===== src/rtl/bcp_pkg.sv =====
// Shared types and constants for the BCP clause-scan sequencer.
package bcp_pkg;

  localparam int unsigned LIT_SLOTS = 4;
  localparam int unsigned CLAUSE_W  = 20;

  typedef enum logic [2:0] {
    S_IDLE,
    S_FETCH,
    S_LOAD,
    S_EVAL,
    S_RESULT,
    S_EMIT,
    S_FINISH
  } scan_state_e;

  // Field layout of one clause-memory word.
  typedef struct packed {
    logic [3:0] odd;
    logic [7:0] ctype;
    logic [7:0] lits;
  } clause_word_t;

endpackage


===== src/rtl/bcp_scan_ctrl_if.sv =====
// Implication valid/ready channel from the scan sequencer to the implication queue.
interface bcp_scan_ctrl_if #(
  parameter int unsigned ADDR_W = 4
) ();

  logic              impl_valid;
  logic              impl_ready;
  logic [ADDR_W-1:0] impl_clause;
  logic [1:0]        impl_slot;
  logic              impl_value;

  modport master (
    output impl_valid,
    output impl_clause,
    output impl_slot,
    output impl_value,
    input  impl_ready
  );

  modport slave (
    input  impl_valid,
    input  impl_clause,
    input  impl_slot,
    input  impl_value,
    output impl_ready
  );

endinterface


===== src/rtl/bcp_onehot_enc.sv =====
// One-hot to slot-index encoder; the lowest set bit wins if several are set.
module bcp_onehot_enc (
  input  logic [3:0] onehot,
  output logic [1:0] slot,
  output logic       any
);

  // Priority encode from bit 0 upward.
  always_comb begin
    slot = 2'd0;
    any  = |onehot;
    if (onehot[0]) begin
      slot = 2'd0;
    end else if (onehot[1]) begin
      slot = 2'd1;
    end else if (onehot[2]) begin
      slot = 2'd2;
    end else if (onehot[3]) begin
      slot = 2'd3;
    end
  end

endmodule


===== src/rtl/bcp_scan_ctrl.sv =====
// Clause-scan sequencer: walks the clause store, feeds the unit-clause checker
// and forwards each detected implication over a valid/ready channel.
module bcp_scan_ctrl
  import bcp_pkg::*;
#(
  parameter int unsigned NUM_CLAUSES = 16,
  parameter int unsigned ADDR_W      = 4
) (
  input  logic                 clk,
  input  logic                 rst,
  input  logic                 start,
  output logic                 busy,
  output logic                 done,
  output logic                 mem_rd_en,
  output logic [ADDR_W-1:0]    mem_addr,
  input  logic [CLAUSE_W-1:0]  mem_rd_data,
  output logic [7:0]           chk_clause,
  output logic [7:0]           chk_clause_type,
  output logic [3:0]           chk_clause_odd,
  input  logic [LIT_SLOTS-1:0] chk_unit,
  bcp_scan_ctrl_if.master      impl,
  output logic [ADDR_W:0]      impl_count
);

  localparam logic [ADDR_W-1:0] LAST_IDX = ADDR_W'(NUM_CLAUSES - 1);
  localparam logic [ADDR_W-1:0] IDX_ONE  = 1;
  localparam logic [ADDR_W:0]   CNT_ONE  = 1;

  scan_state_e       state_q, state_d;
  logic [ADDR_W-1:0] index_q, index_d;
  clause_word_t      chk_word_q, chk_word_d;
  logic [ADDR_W-1:0] impl_clause_q, impl_clause_d;
  logic [1:0]        impl_slot_q, impl_slot_d;
  logic              impl_value_q, impl_value_d;
  logic [ADDR_W:0]   impl_count_q, impl_count_d;

  logic [1:0]        enc_slot;
  logic              enc_any;
  logic              advance;

  bcp_onehot_enc u_enc (
    .onehot (chk_unit),
    .slot   (enc_slot),
    .any    (enc_any)
  );

  // State and datapath registers.
  always_ff @(posedge clk or posedge rst) begin
    if (rst) begin
      state_q       <= S_IDLE;
      index_q       <= '0;
      chk_word_q    <= '0;
      impl_clause_q <= '0;
      impl_slot_q   <= '0;
      impl_value_q  <= 1'b0;
      impl_count_q  <= '0;
    end else begin
      state_q       <= state_d;
      index_q       <= index_d;
      chk_word_q    <= chk_word_d;
      impl_clause_q <= impl_clause_d;
      impl_slot_q   <= impl_slot_d;
      impl_value_q  <= impl_value_d;
      impl_count_q  <= impl_count_d;
    end
  end

  // Next-state and datapath updates; RESULT and EMIT share the advance step.
  always_comb begin
    state_d       = state_q;
    index_d       = index_q;
    chk_word_d    = chk_word_q;
    impl_clause_d = impl_clause_q;
    impl_slot_d   = impl_slot_q;
    impl_value_d  = impl_value_q;
    impl_count_d  = impl_count_q;
    advance       = 1'b0;

    case (state_q)
      S_IDLE: begin
        if (start) begin
          index_d      = '0;
          impl_count_d = '0;
          state_d      = S_FETCH;
        end
      end
      S_FETCH: begin
        state_d = S_LOAD;
      end
      S_LOAD: begin
        chk_word_d = clause_word_t'(mem_rd_data);
        state_d    = S_EVAL;
      end
      S_EVAL: begin
        state_d = S_RESULT;
      end
      S_RESULT: begin
        if (enc_any) begin
          impl_clause_d = index_q;
          impl_slot_d   = enc_slot;
          impl_value_d  = chk_word_q.ctype[{1'b0, enc_slot}];
          state_d       = S_EMIT;
        end else begin
          advance = 1'b1;
        end
      end
      S_EMIT: begin
        if (impl.impl_ready) begin
          impl_count_d = impl_count_q + CNT_ONE;
          advance      = 1'b1;
        end
      end
      S_FINISH: begin
        state_d = S_IDLE;
      end
      default: begin
        state_d = S_IDLE;
      end
    endcase

    if (advance) begin
      if (index_q == LAST_IDX) begin
        state_d = S_FINISH;
      end else begin
        index_d = index_q + IDX_ONE;
        state_d = S_FETCH;
      end
    end
  end

  // Outputs are decoded straight from registered state, so reset clears them at once.
  always_comb begin
    busy             = (state_q != S_IDLE);
    done             = (state_q == S_FINISH);
    mem_rd_en        = (state_q == S_FETCH);
    mem_addr         = index_q;
    chk_clause       = chk_word_q.lits;
    chk_clause_type  = chk_word_q.ctype;
    chk_clause_odd   = chk_word_q.odd;
    impl.impl_valid  = (state_q == S_EMIT);
    impl.impl_clause = impl_clause_q;
    impl.impl_slot   = impl_slot_q;
    impl.impl_value  = impl_value_q;
    impl_count       = impl_count_q;
  end

endmodule


===== src/flat_wrapper.sv =====
// flat-port wrapper written by rule: the top's interface ports become plain ports
module bcp_scan_ctrl_flat import bcp_pkg::*;
#(
  parameter int unsigned NUM_CLAUSES = 16,
  parameter int unsigned ADDR_W      = 4
)
  (clk, rst, start, busy, done, mem_rd_en, mem_addr, mem_rd_data, chk_clause, chk_clause_type, chk_clause_odd, chk_unit, impl_count, impl_impl_valid, impl_impl_clause, impl_impl_slot, impl_impl_value, impl_impl_ready);
  bcp_scan_ctrl_if #(.ADDR_W(ADDR_W)) impl_i ();
  input  logic clk;
  input  logic rst;
  input  logic start;
  output logic busy;
  output logic done;
  output logic mem_rd_en;
  output logic [ADDR_W-1:0] mem_addr;
  input  logic [CLAUSE_W-1:0] mem_rd_data;
  output logic [7:0] chk_clause;
  output logic [7:0] chk_clause_type;
  output logic [3:0] chk_clause_odd;
  input  logic [LIT_SLOTS-1:0] chk_unit;
  output logic [ADDR_W:0] impl_count;
  output wire logic [$bits(impl_i.impl_valid)-1:0] impl_impl_valid;
  output wire logic [$bits(impl_i.impl_clause)-1:0] impl_impl_clause;
  output wire logic [$bits(impl_i.impl_slot)-1:0] impl_impl_slot;
  output wire logic [$bits(impl_i.impl_value)-1:0] impl_impl_value;
  input wire logic [$bits(impl_i.impl_ready)-1:0] impl_impl_ready;
  assign impl_impl_valid = impl_i.impl_valid;
  assign impl_impl_clause = impl_i.impl_clause;
  assign impl_impl_slot = impl_i.impl_slot;
  assign impl_impl_value = impl_i.impl_value;
  assign impl_i.impl_ready = impl_impl_ready;
  bcp_scan_ctrl #(.NUM_CLAUSES(NUM_CLAUSES), .ADDR_W(ADDR_W)) u_core (.clk(clk), .rst(rst), .start(start), .busy(busy), .done(done), .mem_rd_en(mem_rd_en), .mem_addr(mem_addr), .mem_rd_data(mem_rd_data), .chk_clause(chk_clause), .chk_clause_type(chk_clause_type), .chk_clause_odd(chk_clause_odd), .chk_unit(chk_unit), .impl(impl_i), .impl_count(impl_count));
endmodule

===== config.mk =====
export PLATFORM = sky130hd
export DESIGN_NAME = bcp_scan_ctrl_flat
export DESIGN_NICKNAME = d
export VERILOG_FILES = /design/src/rtl/bcp_pkg.sv /design/src/rtl/bcp_scan_ctrl_if.sv /design/src/rtl/bcp_onehot_enc.sv /design/src/rtl/bcp_scan_ctrl.sv /design/src/flat_wrapper.sv
export SDC_FILE = /design/constraint.sdc
export NUM_CORES = 1
export LEC_CHECK = 0
export BUFFER_PORTS_ARGS = -buffer_cell sky130_fd_sc_hd__buf_2
export CORE_MARGIN = 10
export CORE_UTILIZATION = 25
export CTS_CLUSTER_SIZE = 16
export DETAILED_ROUTE_END_ITERATION = 10
export SLEW_MARGIN = 20
export SYNTH_ARGS = -nofsm -noshare
export SYNTH_HDL_FRONTEND = slang
export SYNTH_SLANG_ARGS = --single-unit

===== constraint.sdc =====
create_clock -name clk -period 1.93 [get_ports clk]
set_clock_uncertainty 0.2 [all_clocks]
set_input_delay 0.386 -clock clk [delete_from_list [all_inputs] [get_ports clk]]
set_output_delay 0.386 -clock clk [all_outputs]
set_load 0.01 [all_outputs]

Word-level counts from Yosys, hierarchy flattened
Cells that the tools add are included.

Bits of input ports: 28. Output and inout port bits: 40. Word-level logic and storage cells: 52. Flip-flop bits (word level): 39.

Reductions and logical operators: 7. Mux-type cells: 21. Equal/unequal tests: 12. Order comparisons: 1. $add $sub $neg: 2.

Operator list (count): $pmux W3 S6 (1); $mux W4 (4); $mux W3 (4); $mux W5 (2); $pmux W5 S2 (1); $eq A3 B3 Y1 const B (3); $mux W2 (4); $eq A3 B2 Y1 const B (2); $reduce_and A3 Y1 (2); $add A5 B1 Y5 const B (1); $add A4 B1 Y4 const B (1); $eq A4 B4 Y1 const B (1); $lt A2 B4 Y1 const B (1); $ne A2 B1 Y1 const B (2); $reduce_or A4 Y1 (1); $eq A3 B1 Y1 const B (1); $logic_not A3 Y1 (1); $mux W1 (3); $ne A3 B1 Y1 const B (1); $ne A3 B2 Y1 const B (1); $reduce_bool A3 Y1 (1); $bmux W1 S2 (1); $ne A2 B2 Y1 const B (1); $pmux W1 S2 (1); 2 further kinds (2).

Longest topological paths before layout
Depth in word-level cells: 6. Gate-level depth with buffers: 6. Depth with buffers taken out: 4.

Modules after synthesis
From an unflattened synthesis, not the netlist that was laid out.

Cells, all modules: 140. Area total of the unflattened synthesis: 1752.9 µm².

By module, submodules not included: bcp_scan_ctrl (area each 1717.9 µm², cells an instance 133, times used 1, sequential area each 975.9 µm²); bcp_onehot_enc (area each 35.0 µm², cells an instance 7, times used 1, sequential area each 0.0 µm²).

Least setup slack after synthesis
OpenSTA, ideal clock, no wires.

Path kind: register to register. Start: register u_core.state_q[1]. End: register u_core.impl_clause_q[0], in the netlist u_core.impl.impl_clause[0]. Period minus slack after synthesis: 1.696 ns. Library setup time: 0.125 ns. Arrival time: 1.371 ns. Required time: 1.605 ns. Path buffers: 1. Path slack: 0.234 ns. Cell stages (with the launch flop): 5. Path through: dfrtp_1 buf_6 nand2b_1 nor3_2 mux2_2.

Cells in the longest elaborated chain, start to end: 2.

Ends and longest elaborated chain: start, declared (RTL line bcp_scan_ctrl.sv:29) `scan_state_e state_q, state_d;`; start signal, assigned (RTL line bcp_scan_ctrl.sv:58) `state_q <= state_d;`; $eq A3 B3 Y1 (RTL line bcp_scan_ctrl.sv:79) `case (state_q)`; $reduce_and A2 Y1 (no source line); end signal, assigned (RTL line bcp_scan_ctrl.sv:61) `impl_clause_q <= impl_clause_d;`; end, declared (RTL line bcp_scan_ctrl.sv:32) `logic [ADDR_W-1:0] impl_clause_q, impl_clause_d;`.

No other way between the ends. A chain may end at the register's enable or synchronous reset.

Worst setup path in the final report
Start: register u_core.state_q[1]. End: output port impl_impl_valid.

Cells in the longest elaborated chain, start to end: 1.

Ends and longest elaborated chain: $eq A3 B3 Y1 (RTL line bcp_scan_ctrl.sv:140) `impl.impl_valid = (state_q == S_EMIT);`; end, declared (RTL line flat_wrapper.sv:22) `output wire logic [$bits(impl_i.impl_valid)-1:0] impl_impl_valid;`.

No other way between the ends.

==> results.rst <==
.. list-table::
   :header-rows: 1

   * - Metric
     - Value
   * - Result of the run
     - finished clean
   * - DR vias
     - 1385
   * - Library cell with the highest instance count after synthesis
     - dfrtp_1
   * - Ys flop type
     - dfrtp_1
   * - Share of synthesized area occupied by flip-flops and latches
     - 55.1%
   * - Top cells by instance count after synthesis
     - dfrtp_1 (39), mux2_2 (24), nand2_1 (14)
   * - Number of warnings printed during yosys synthesis
     - 0
   * - Vias in the first global route
     - 1514
   * - Setup repair after global routing missed its margin
     - yes
   * - DR WL/cell
     - 13.8 um
   * - Synth Area in Compound Gates
     - 8.19%
   * - Area delta synth->final
     - 34.0%
   * - Hold path start
     - mem_rd_data[9]
   * - Final clock period utilization by the worst path
     - 97.4%
   * - Number of rows created at floorplan
     - 30
   * - Data arrival time at the worst-slack endpoint
     - 1.29 ns
   * - Latest clock arrival within the worst-skew pair
     - 0.28 ns
   * - Number of cells on the worst hold path
     - 3
   * - Measured slew at the worst slew-check pin
     - 0.430 ns
   * - Area share of the largest cell type after synthesis
     - 55.1%
   * - Root buffer cell
     - clkbuf_8
   * - Core region area
     - 6830 sq um
   * - Number of buffers added by the clock tree synthesis step
     - 5
   * - Post-DP HPWL
     - 3370 um
   * - Worst-path clk slew
     - 0.07 ns
   * - Count of buffers from port buffering
     - 67
   * - Number of distinct standard cells referenced by the synthesized netlist
     - 33
   * - Nets@finish
     - 255
   * - Class of the worst hold path
     - in -> reg
   * - Number of synthesized register bits
     - 39
   * - Die width
     - 104 um
   * - RR Startpoint
     - u_core.state_q[0]$_DFFE_PP0P_
   * - Static Leak
     - 0.00113 uW
   * - VDD IR max
     - 482 uV
   * - TritonCTS clock tree
     - built
   * - Hold violation total from the final report
     - 0
   * - First-pass GRT wire length
     - 7330 um
   * - Power per standard cell area
     - 1450 nW/um^2
   * - Post-route DRC
     - 0
   * - Final period demand of the worst path
     - 1.88 ns
   * - Worst slew margin
     - 71.2%
   * - Chip Height
     - 104 um
   * - Worst R2R Path Depth
     - 4
   * - Placement-stage cell area
     - 2260 sq um
   * - TritonCTS sink count
     - 39
   * - Avg Vias per Cell
     - 4.33
   * - Max Fclk
     - 532 MHz
   * - Capture point of the worst reg-to-reg path
     - u_core.chk_clause_odd[1]$_DFFE_PP0P_
   * - Destination of the worst hold path
     - u_core.chk_clause_type[1]$_DFFE_PP0P_
   * - Synth top area cells
     - dfrtp_1 (55%), mux2_2 (15%), nand2_1 (3.0%)
   * - Final GP Congestion
     - 0.765
   * - Post-synth ARST share
     - 100%
   * - Detailed-route wire length
     - 4410 um
   * - Final number of max-transition violations
     - 0
   * - I/O pins
     - 68
   * - Internal reg-to-reg setup slack
     - 0.20 ns
   * - Post-synth net total
     - 177
   * - Largest fanout of any net on the critical path
     - 8
   * - Cell count after synthesis
     - 147
   * - Capturing element type of the critical path
     - primary output
   * - Mux cell area share after synthesis
     - 16.9%
   * - Xor/xnor cell area share of the yosys netlist
     - 1.98%
   * - Number of maximum-capacitance violations
     - 0
   * - Global-route congestion overflow total
     - 0
   * - Worst slack on hold paths
     - 0.103 ns
   * - Endpoint required time on the critical path
     - 1.34 ns
   * - Overall power consumption
     - 3440 uW
   * - Total number of H-tree levels
     - 2
   * - Maximum clock insertion buffer count
     - 2
   * - Arithmetic-cell share of the synthesized area counting full adders, half adders and majority gates
     - 1.41%
   * - Number of iterations in the first detailed-routing pass
     - 4
   * - Maximum number of pins on one net before global-route repair
     - 30
   * - Gr usage total
     - 8.08%
   * - Setup Viol. Count Final
     - 0
   * - Total Die Area
     - 10900 sq um
   * - Ratio of cells with drive above 1 in the final layout
     - 53.1%
   * - Mapped Area
     - 1770 sq um
   * - Post-DRT Antenna Nets
     - 0
   * - Average footprint of a synthesized cell
     - 12.1 sq um
   * - Largest area contributor in the synthesized netlist
     - dfrtp_1
   * - Main combinational cell family by area after synthesis
     - multiplexers
   * - Number of DRC markers in iteration 0
     - 50
   * - Worst Path Class, Setup
     - reg -> out
   * - CP startpoint kind
     - flop
   * - Effective utilization at floorplan
     - 25.9%
   * - Number of antenna violations at the first check in global routing
     - 0
   * - Finished Cell Area
     - 2370 sq um
   * - Post-Synth Simple-Gate Area
     - 12.8%
   * - Number of antenna cells inserted
     - 0
   * - Number of enable flip-flop cells after synthesis
     - 0
state kept, by name, summed over array words and instances (netlist names):
signal,cells
u_core.impl.impl_slot,2
u_core.state_q,3
u_core.impl_count,5
u_core.chk_clause_odd,4
u_core.mem_addr,4
u_core.impl.impl_value,1
u_core.chk_clause_type,8
u_core.chk_clause,8
u_core.impl.impl_clause,4
worst max-delay path by stage:
stage               cells after the start                                     end                     startpoint  slack, ns
global route                            3                                    busy  u_core.state_q[2]$_DFFE_PP0P_     -0.008
finish                                  4                         impl_impl_valid  u_core.state_q[1]$_DFFE_PP0P_       0.05
global placement                        5            u_core.mem_addr[1]$_DFF_PP0_                    chk_unit[1]       0.10
floorplan                               4  u_core.impl.impl_clause[0]$_DFFE_PP0P_  u_core.state_q[1]$_DFFE_PP0P_       0.23
CTS                                     4                         impl_impl_valid  u_core.state_q[1]$_DFFE_PP0P_       0.01
detailed placement                      5            u_core.mem_addr[0]$_DFF_PP0_                    chk_unit[1]       0.07
cell usage in the layout (no fill, tap or decap), drive strengths merged, types with 3 or more instances in the layout:
master	instances
o21ai	6
o211ai	3
mux2i	3
nand2	14
dfrtp	39
a21oi	5
buf	76
clkbuf	5
mux2	24
nor3b	3
inv	6
nor3	4
nor2	10
xor2	3
routing by layer:
metal,global-route usage (%),vias up,part of all wire (%)
met2,12.6,46,47
met3,4.71,2,10
met1,9.15,670,42
li1,-,667,-
met4,2.39,0,0.25
met5,0,-,0
worst max-delay path, stage by stage, from the launching register on:
cell and delay [ns]:
dfrtp_2 0.46, nand2b_4 0.16, buf_4 0.15, nor2_1 0.09, buf_2 0.15
area by class of cell:
class | instances | area (sq um)
Clock inverter | 1 | 7.51
Multi-Input combinational cell | 96 | 749
Sequential cell | 39 | 980
Timing Repair Buffer | 77 | 425
Tap cell | 96 | 120
Fill cell | 751 | 4460
Inverter | 6 | 22.5
Clock buffer | 5 | 68.8
kinds of logic (layout without fill, tap and decap cells):
| family | count (synthesis) | after routing |
|---|---|---|
| mux | 27 | 27 |
| fa+ha+maj | 2 | 2 |
| flops | 39 | 39 |
| simple gates | 41 | 41 |
| xor+xnor | 4 | 4 |
| compound gates | 22 | 22 |
| buf+inv | 12 | 89 |
stage by stage:
step	setup slack (ns)	std cells	setup TNS, ns	utilization [%]
2_1_floorplan	0.234	147	0	-
3_3_place_gp	0.102	312	0	33.1
3_5_place_dp	0.0704	312	0	33.1
4_1_cts	0.0146	319	0	34.5
5_1_grt	-0.00803	320	-0.00803	34.7
6_report	0.0500	320	0	34.7
timing repair:
action | CTS | global route
gates resized for setup | 3 | 2
setup endpoints to repair | 2 | 3
pin swaps | 0 | 0
hold buffers | 1 | 0
buffers inserted | 0 | 1
endpoints found under the hold margin | 30 | 0
power breakdown:
part           internal, uW  switching (uW)  leakage [uW]
clock                   240             284     0.0000361
combinational           784             710      0.000613
sequential             1160             261      0.000484
total                  2190            1260       0.00113
Power figures use the tool's default switching activity.
